$ cat src/rtl/if_id_decode_stage_if.sv
// Fetch-side and decode-side signals of the IF/ID stage, bundled so the
// stage, its fetch source and its immediate-generator consumer share one view.
//   slave  : the IF/ID stage (takes fetch word, produces registered decode)
//   master : the fetch/consumer side that drives stimulus and reads decode
//   inst_in/pc_in/in_valid/in_ready : fetch handshake
//   stall/nop                       : hold / flush controls
//   out_valid..illegal              : registered instruction and decode
interface if_id_decode_stage_if #(
  parameter int PC_WIDTH = 32
);
  logic [31:0]         inst_in;
  logic [PC_WIDTH-1:0] pc_in;
  logic                in_valid;
  logic                in_ready;
  logic                stall;
  logic                nop;
  logic                out_valid;
  logic [24:0]         inst_out;
  logic [PC_WIDTH-1:0] pc_out;
  logic [4:0]          rd;
  logic [4:0]          rs1;
  logic [4:0]          rs2;
  logic                i_type;
  logic                s_type;
  logic                sb_type;
  logic                u_type;
  logic                uj_type;
  logic                illegal;

  modport slave (
    input  inst_in, pc_in, in_valid, stall, nop,
    output in_ready, out_valid, inst_out, pc_out, rd, rs1, rs2,
           i_type, s_type, sb_type, u_type, uj_type, illegal
  );

  modport master (
    output inst_in, pc_in, in_valid, stall, nop,
    input  in_ready, out_valid, inst_out, pc_out, rd, rs1, rs2,
           i_type, s_type, sb_type, u_type, uj_type, illegal
  );
endinterface

$ cat src/rtl/if_id_decode_stage.sv
// IF/ID pipeline register with immediate-type decode.
// Captures a fetched instruction + PC on a valid/ready handshake and presents
// instruction bits [31:7], register fields and a one-hot immediate-type select
// to the immediate generator. Supports stall (hold) and nop (flush to bubble),
// with a one-cycle hold-off after a flush.
// Ports:
//   clk   : rising-edge clock
//   rst_n : asynchronous active-low reset
//   bus   : if_id_decode_stage_if.slave (fetch handshake, stall/nop, decode out)
module if_id_decode_stage #(
  parameter int          PC_WIDTH = 32,
  parameter logic [31:0] NOP_INST = 32'h0000_0013
) (
  input  logic                  clk,
  input  logic                  rst_n,
  if_id_decode_stage_if.slave   bus
);

  typedef enum logic {ST_RUN = 1'b0, ST_HOLD = 1'b1} state_t;

  // type vector order: {uj, u, sb, s, i}
  localparam logic [4:0] T_I  = 5'b00001;
  localparam logic [4:0] T_S  = 5'b00010;
  localparam logic [4:0] T_SB = 5'b00100;
  localparam logic [4:0] T_U  = 5'b01000;
  localparam logic [4:0] T_UJ = 5'b10000;

  state_t              r_state;
  state_t              w_state_nxt;
  logic                w_in_ready;
  logic                w_capture;
  logic                w_bubble;
  logic [4:0]          w_type;
  logic                w_illegal;

  logic [24:0]         r_inst;
  logic [PC_WIDTH-1:0] r_pc;
  logic                r_valid;
  logic [4:0]          r_type;
  logic                r_illegal;

  // State register
  always_ff @(posedge clk or negedge rst_n) begin
    if (!rst_n) r_state <= ST_RUN;
    else        r_state <= w_state_nxt;
  end

  // Next state and load control. nop wins over stall and in_valid; HOLD
  // keeps reloading the bubble and ignores every control input.
  always_comb begin
    w_state_nxt = r_state;
    w_in_ready  = 1'b0;
    w_capture   = 1'b0;
    w_bubble    = 1'b0;
    case (r_state)
      ST_RUN: begin
        if (bus.nop) begin
          w_state_nxt = ST_HOLD;
          w_bubble    = 1'b1;
        end else if (!bus.stall) begin
          w_in_ready = 1'b1;
          if (bus.in_valid) w_capture = 1'b1;
          else              w_bubble  = 1'b1;
        end
      end
      ST_HOLD: begin
        w_state_nxt = ST_RUN;
        w_bubble    = 1'b1;
      end
      default: w_state_nxt = ST_RUN;
    endcase
  end

  // Opcode decode of the incoming word; registered alongside it.
  always_comb begin
    w_type    = 5'b00000;
    w_illegal = 1'b0;
    case (bus.inst_in[6:0])
      7'b0000011, 7'b0010011,
      7'b1100111, 7'b1110011: w_type = T_I;
      7'b0100011:             w_type = T_S;
      7'b1100011:             w_type = T_SB;
      7'b0110111, 7'b0010111: w_type = T_U;
      7'b1101111:             w_type = T_UJ;
      7'b0110011:             w_type = 5'b00000;  // R-type: no immediate
      default:                w_illegal = 1'b1;
    endcase
  end

  // Pipeline register. A bubble keeps the PC; only real captures move it.
  always_ff @(posedge clk or negedge rst_n) begin
    if (!rst_n) begin
      r_inst    <= NOP_INST[31:7];
      r_pc      <= '0;
      r_valid   <= 1'b0;
      r_type    <= '0;
      r_illegal <= 1'b0;
    end else if (w_capture) begin
      r_inst    <= bus.inst_in[31:7];
      r_pc      <= bus.pc_in;
      r_valid   <= 1'b1;
      r_type    <= w_type;
      r_illegal <= w_illegal;
    end else if (w_bubble) begin
      r_inst    <= NOP_INST[31:7];
      r_valid   <= 1'b0;
      r_type    <= '0;
      r_illegal <= 1'b0;
    end
  end

  assign bus.in_ready  = w_in_ready;
  assign bus.out_valid = r_valid;
  assign bus.inst_out  = r_inst;
  assign bus.pc_out    = r_pc;
  // Field slices relative to bit 7 of the full instruction
  assign bus.rd        = r_inst[4:0];
  assign bus.rs1       = r_inst[12:8];
  assign bus.rs2       = r_inst[17:13];
  assign bus.i_type    = r_type[0];
  assign bus.s_type    = r_type[1];
  assign bus.sb_type   = r_type[2];
  assign bus.u_type    = r_type[3];
  assign bus.uj_type   = r_type[4];
  assign bus.illegal   = r_illegal;

endmodule

$ cat src/flat_wrapper.sv
// flat-port wrapper written by rule: the top's interface ports become plain ports
module if_id_decode_stage_flat 
#(
  parameter int          PC_WIDTH = 32,
  parameter logic [31:0] NOP_INST = 32'h0000_0013
)
  (clk, rst_n, bus_inst_in, bus_pc_in, bus_in_valid, bus_stall, bus_nop, bus_in_ready, bus_out_valid, bus_inst_out, bus_pc_out, bus_rd, bus_rs1, bus_rs2, bus_i_type, bus_s_type, bus_sb_type, bus_u_type, bus_uj_type, bus_illegal);
  if_id_decode_stage_if #(.PC_WIDTH(PC_WIDTH)) bus_i ();
  input  logic clk;
  input  logic rst_n;
  input wire logic [$bits(bus_i.inst_in)-1:0] bus_inst_in;
  input wire logic [$bits(bus_i.pc_in)-1:0] bus_pc_in;
  input wire logic [$bits(bus_i.in_valid)-1:0] bus_in_valid;
  input wire logic [$bits(bus_i.stall)-1:0] bus_stall;
  input wire logic [$bits(bus_i.nop)-1:0] bus_nop;
  output wire logic [$bits(bus_i.in_ready)-1:0] bus_in_ready;
  output wire logic [$bits(bus_i.out_valid)-1:0] bus_out_valid;
  output wire logic [$bits(bus_i.inst_out)-1:0] bus_inst_out;
  output wire logic [$bits(bus_i.pc_out)-1:0] bus_pc_out;
  output wire logic [$bits(bus_i.rd)-1:0] bus_rd;
  output wire logic [$bits(bus_i.rs1)-1:0] bus_rs1;
  output wire logic [$bits(bus_i.rs2)-1:0] bus_rs2;
  output wire logic [$bits(bus_i.i_type)-1:0] bus_i_type;
  output wire logic [$bits(bus_i.s_type)-1:0] bus_s_type;
  output wire logic [$bits(bus_i.sb_type)-1:0] bus_sb_type;
  output wire logic [$bits(bus_i.u_type)-1:0] bus_u_type;
  output wire logic [$bits(bus_i.uj_type)-1:0] bus_uj_type;
  output wire logic [$bits(bus_i.illegal)-1:0] bus_illegal;
  assign bus_i.inst_in = bus_inst_in;
  assign bus_i.pc_in = bus_pc_in;
  assign bus_i.in_valid = bus_in_valid;
  assign bus_i.stall = bus_stall;
  assign bus_i.nop = bus_nop;
  assign bus_in_ready = bus_i.in_ready;
  assign bus_out_valid = bus_i.out_valid;
  assign bus_inst_out = bus_i.inst_out;
  assign bus_pc_out = bus_i.pc_out;
  assign bus_rd = bus_i.rd;
  assign bus_rs1 = bus_i.rs1;
  assign bus_rs2 = bus_i.rs2;
  assign bus_i_type = bus_i.i_type;
  assign bus_s_type = bus_i.s_type;
  assign bus_sb_type = bus_i.sb_type;
  assign bus_u_type = bus_i.u_type;
  assign bus_uj_type = bus_i.uj_type;
  assign bus_illegal = bus_i.illegal;
  if_id_decode_stage #(.PC_WIDTH(PC_WIDTH), .NOP_INST(NOP_INST)) u_core (.clk(clk), .rst_n(rst_n), .bus(bus_i));
endmodule
$ cat config.mk
export PLATFORM = sky130hd
export DESIGN_NAME = if_id_decode_stage_flat
export DESIGN_NICKNAME = d
export VERILOG_FILES = /design/src/rtl/if_id_decode_stage_if.sv /design/src/rtl/if_id_decode_stage.sv /design/src/flat_wrapper.sv
export SDC_FILE = /design/constraint.sdc
export NUM_CORES = 1
export LEC_CHECK = 0
export BUFFER_PORTS_ARGS = -buffer_cell sky130_fd_sc_hd__buf_4
export CAP_MARGIN = 0
export CORE_UTILIZATION = 40
export CTS_CLUSTER_DIAMETER = 60
export DETAILED_ROUTE_END_ITERATION = 6
export PLACE_DENSITY_LB_ADDON = 0.12
export SETUP_SLACK_MARGIN = 0.3
export SLEW_MARGIN = 20
export SYNTH_ARGS = -nofsm -noshare
export SYNTH_HDL_FRONTEND = slang
export SYNTH_SLANG_ARGS = --single-unit
$ cat constraint.sdc
create_clock -name clk -period 2.1 [get_ports clk]
set_clock_uncertainty 0.1 [all_clocks]
set_input_delay 0.42 -clock clk [delete_from_list [all_inputs] [get_ports clk]]
set_output_delay 0.42 -clock clk [all_outputs]
set_load 0.02 [all_outputs]
# [Word level (Yosys, flattened, before mapping)]
# Cells that the tools add are included.
[totals] ff_bits=65 latchBits=0 ram_bits=0 mem_bits_ro=0 word_cells=43 mem_count=0
[op_classes] add_sub_neg=0 n_mul=0 div=0 order_cmp=0 n_eq_ne=10 shifts=0 mux=22 n_bitwise=1 reduce_logical=4
[ops] op="2-to-1 mux 25 bit" count=2
[ops] op="equality test 7 bit, second input constant" count=4
[ops] op="case mux 5 bit (5 select lines)" count=1
[ops] op="equality test 7 x 6 -> 1 bit, second input constant" count=3
[ops] op="2-to-1 mux 1 bit" count=15
[ops] op="equality test 7 x 5 -> 1 bit, second input constant" count=2
[ops] op="2-to-1 mux 5 bit" count=2
[ops] op="OR reduction 10 bit" count=1
[ops] op="equality test 7 x 2 -> 1 bit, second input constant" count=1
[ops] op="case mux 1 bit (2 select lines)" count=2
[ops] op="OR reduction 4 bit" count=1
[ops] op="nonzero test 2 bit" count=1
[ops] op="OR reduction 2 bit" count=1
[ops] op="NOT 1 bit" count=1

# [Logic depth before layout (Yosys ltp)]
[logic_depth] ltp_word=6 depth_mapped=5 mapped_depth_nobuf=3

# [Least setup slack after synthesis]
# OpenSTA, ideal clock, no wires.
[synth_path] path_type="input-to-reg" startpoint="input bus_nop" endpoint="register u_core.r_type[1]" arrival_ns=1.704 path_slack_ns=0.193 path_stages=4 path_cell_list="or4b_1 buf_2 or3_4 o41ai_2"
[synth_via] elab_chain_cells=3
[synth_rtl] item="start, declared" line_no="flat_wrapper.sv:15" rtl="input wire logic [$bits(bus_i.nop)-1:0] bus_nop;"
[synth_rtl] item="2-to-1 mux 1 bit" line_no="if_id_decode_stage.sv:57" rtl="if (bus.nop) begin"
[synth_rtl] item="case mux 1 bit (2 select lines) or 2-to-1 mux 1 bit (tied branches)" line_no="if_id_decode_stage.sv:55" rtl="case (r_state)"
[synth_rtl] item="nonzero test 2 bit (no source line) or 2-to-1 mux 5 bit (tied branches)"
[synth_rtl] item="end signal, assigned" line_no="if_id_decode_stage.sv:102" rtl="r_type <= w_type;"
[synth_rtl] item="end, declared" line_no="if_id_decode_stage.sv:39" rtl="logic [4:0] r_type;"
# Several ways; a longest one is shown, not always the timed one.
# A chain may end at the register's enable or synchronous reset.

# [Final worst setup path]
[layout_path] startpoint="register u_core.r_state" endpoint="register u_core.r_type[1]"
[layout_via] elab_chain_cells=3
[layout_rtl] item="start, declared" line_no="if_id_decode_stage.sv:28" rtl="state_t r_state;"
[layout_rtl] item="start signal, assigned" line_no="if_id_decode_stage.sv:45" rtl="else r_state <= w_state_nxt;"
[layout_rtl] item="NOT 1 bit" line_no="if_id_decode_stage.sv:55"
[layout_rtl] item="case mux 1 bit (2 select lines)" line_no="if_id_decode_stage.sv:55"
[layout_rtl] item="nonzero test 2 bit (no source line)"
# Several ways; a longest one is shown, not always the timed one.

==> summary.txt <==
Critical path
  – CP Class: reg2reg
  – Reg-to-reg endpoint: u_core.r_type[1]
  – R2R setup slack: 0.33 ns
  – Crit path largest cell delay: 0.53 ns
  – Critical Path AT: 1.89 ns
  – RR Startpoint: u_core.r_state
  – CP bufs+invs: 0
  – CP Launch Type: flop
  – Data required time of the worst path: 2.22 ns
  – Setup crit end kind: flop
  – Delay-heaviest family, CP: simple AND/OR/NAND/NOR gates
  – CP Max Fanout: 2
  – Critical path, cell by cell: or4b_4, or3_4, o41ai_2
  – Slowest CP cell: or4b_4
  – Worst reg-to-reg path cell count: 3

Min path
  – Hold Crit Class: in2reg
  – Hold EP: u_core.bus.pc_out[12]
  – Hold path startpoint: bus_pc_in[12]
  – Hold Crit Depth: 3

Yosys
  – Register area share after synthesis: 63.0%
  – Area share of the largest cell type after synthesis: 63.0%
  – Synth top area cells: dfrtp_1, nand2_1, a22o_1
  – Syn. warnings: 0
  – Syn Nets: 314
  – Ys async rst share: 100%
  – Yosys top cell by area: dfrtp_1
  – Ys flop type: dfrtp_1
  – Cell count after synthesis: 245
  – Synthesized flop and latch total: 65
  – Synth cell types: 21
  – Mean Syn Cell Area: 10.5 sq um
  – Mapped Area: 0.00258 sq mm
  – Number of synthesized flops with an enable pin: 0

Global routing
  – Largest net degree at the start of global routing: 59
  – GRT Total Usage: 19.8%
  – Initial antenna violation count: 0
  – Vias in the first global route: 2104
  – First-pass GRT wire length: 9980 microns
  – Gr ovfl total: 0

Die
  – Die H: 82.4 microns
  – Total die area: 0.00678 sq mm
  – Num rows: 28
  – Io pins: 149
  – Starting Density: 42.6%
  – Die X: 82.4 microns
  – Core Area: 0.00606 sq mm

Route
  – DRT Pass-1 Iters: 4
  – Drt via density: 4.88
  – Antenna-violating nets left: 0
  – Drt drc: 0
  – Average wire per standard cell: 13.9 microns
  – DRT iter0 DRCs: 80
  – Total routed wirelength: 6420 microns
  – DR vias: 2248

STA
  – Tcrit/Tclk final: 84.3%
  – Hold Violations, Final: 0
  – Final setup margin: 0.330 ns
  – Fin Hold WS: 0.182 ns
  – Final TNS setup: 0 ns
  – Fin crit period: 1.77 ns
  – FMAX: 0.565 GHz
  – Unrepaired setup endpoints after global routing: true
  – Worst slew pin tran: 0.389 ns
  – Max-slew violation count: 0
  – Final Setup Violations: 0
  – Rel. slew slack: 74.1%

CTS
  – Clock latency on the worst-skew pair: 0.32 ns
  – Clock tree buffer depth: 2
  – CTS root buf: clkbuf_8
  – Clock slew at reported path FFs: 0.07 ns
  – CTS H-tree lvls: 3
  – CTS tree: done
  – Sink Count: 65
  – Inserted Clock Buffers: 9

Status
  – Status: complete, no violations

Layout
  – Number of antenna diodes: 0
  – Area growth, synth to finish: 51.6%
  – Final nets: 451
  – Share of layout cells above drive strength 1: 44.8%
  – Fill cells: 526
  – Commonest non-fill, non-tap cells in the layout: buf_4, nand2_1, dfrtp_1
  – Commonest non-fill, non-tap cell in the layout: buf_4

Flow run
  – Max cap viols: 0

Pwr
  – Leakage: 2.17 nW
  – Pwr Density: 826 mW/mm^2
  – Maximum VDD drop: 514 uV

Placement
  – Dpl ws: 0.0704 ns
  – Port bufs: 148
  – Post-DP HPWL: 4600 microns
  – Routability Congestion: 0.744
cell usage after synthesis (2+ instances only):
master	count
nand2b_1	2
and4b_1	2
nor3_1	4
nand2_1	101
dfrtp_1	65
clkbuf_1	10
buf_4	15
a22o_1	26
a32o_1	3
nor2b_1	2
nor2_1	3
buf_2	3
worst max-delay path by stage:
stage | startpoint | to | slack, ns | depth (start not counted)
3_3_place_gp | bus_nop | u_core.r_type[2] | 0.13 | 5
6_report | u_core.r_state | u_core.r_type[1] | 0.33 | 3
2_1_floorplan | bus_nop | u_core.r_type[1] | 0.21 | 4
3_5_place_dp | bus_nop | u_core.r_type[2] | 0.07 | 5
5_1_grt | u_core.r_state | u_core.r_type[1] | 0.29 | 3
4_1_cts | u_core.r_state | u_core.r_type[1] | 0.33 | 3
through the flow:
stage	std cells	instance area [sq um]	util (%)	total power [mW]
6_report	461	3910	64.6	3.23
5_1_grt	461	3910	64.6	3.42
4_1_cts	461	3910	64.5	3.28
3_5_place_dp	444	3690	60.9	2.22
3_3_place_gp	444	3690	60.9	2.21
2_1_floorplan	245	2590	-	1.82
metal layers:
layer	vias to the layer above	GRT usage [%]	wire (microns)
li1	1070	-	-
met2	95	32.1	3130
met1	1074	24.3	2650
met5	-	0	0
met3	9	6.15	553
met4	0	8.77	86
cell type report:
type	count	area (sq um)	share of cell area, %
Sequential cell	65	1630	41.6
Clock inverter	3	40.0	1.02
Timing Repair Buffer	154	1190	30.3
Tap cell	75	93.8	2.40
Clock buffer	12	155	3.96
Multi-Input combinational cell	151	807	20.6
Inverter	1	3.75	0.0959
registers in the layout, indices dropped and copies added (netlist names):
register,count
u_core.bus.out_valid,1
u_core.bus.pc_out,32
u_core.bus.illegal,1
u_core.bus.inst_out,25
u_core.r_type,5
u_core.r_state,1
cell families after synthesis:
| logic type | after synthesis | share of synthesized area (%) |
|---|---|---|
| AND/OR/NAND/NOR | 118 | 19.1 |
| flip-flops | 65 | 63.0 |
| AO/OA/AOI/OAI | 33 | 11.4 |
| buffers and inverters | 29 | 6.54 |
tightest hold or removal path, cell delays in order:
cell,delay [ns]
buf_4,0.08
nand2_1,0.04
nand2_1,0.04
power by group:
| part | switching, mW | internal [mW] |
|---|---|---|
| registers | 0.0798 | 1.39 |
| logic | 0.389 | 0.337 |
| clock network | 0.432 | 0.603 |
| total | 0.901 | 2.33 |
timing repair:
| action | 4_1_cts | 5_1_grt |
|---|---|---|
| setup buffers | 1 | 0 |
| hold endpoints to repair | 29 | 0 |
| pin swaps | 0 | 0 |
| gates resized for setup | 1 | 1 |
| hold buffers | 1 | 0 |
| setup endpoints to repair | 3 | 2 |
(Power assumes the default switching activity.)
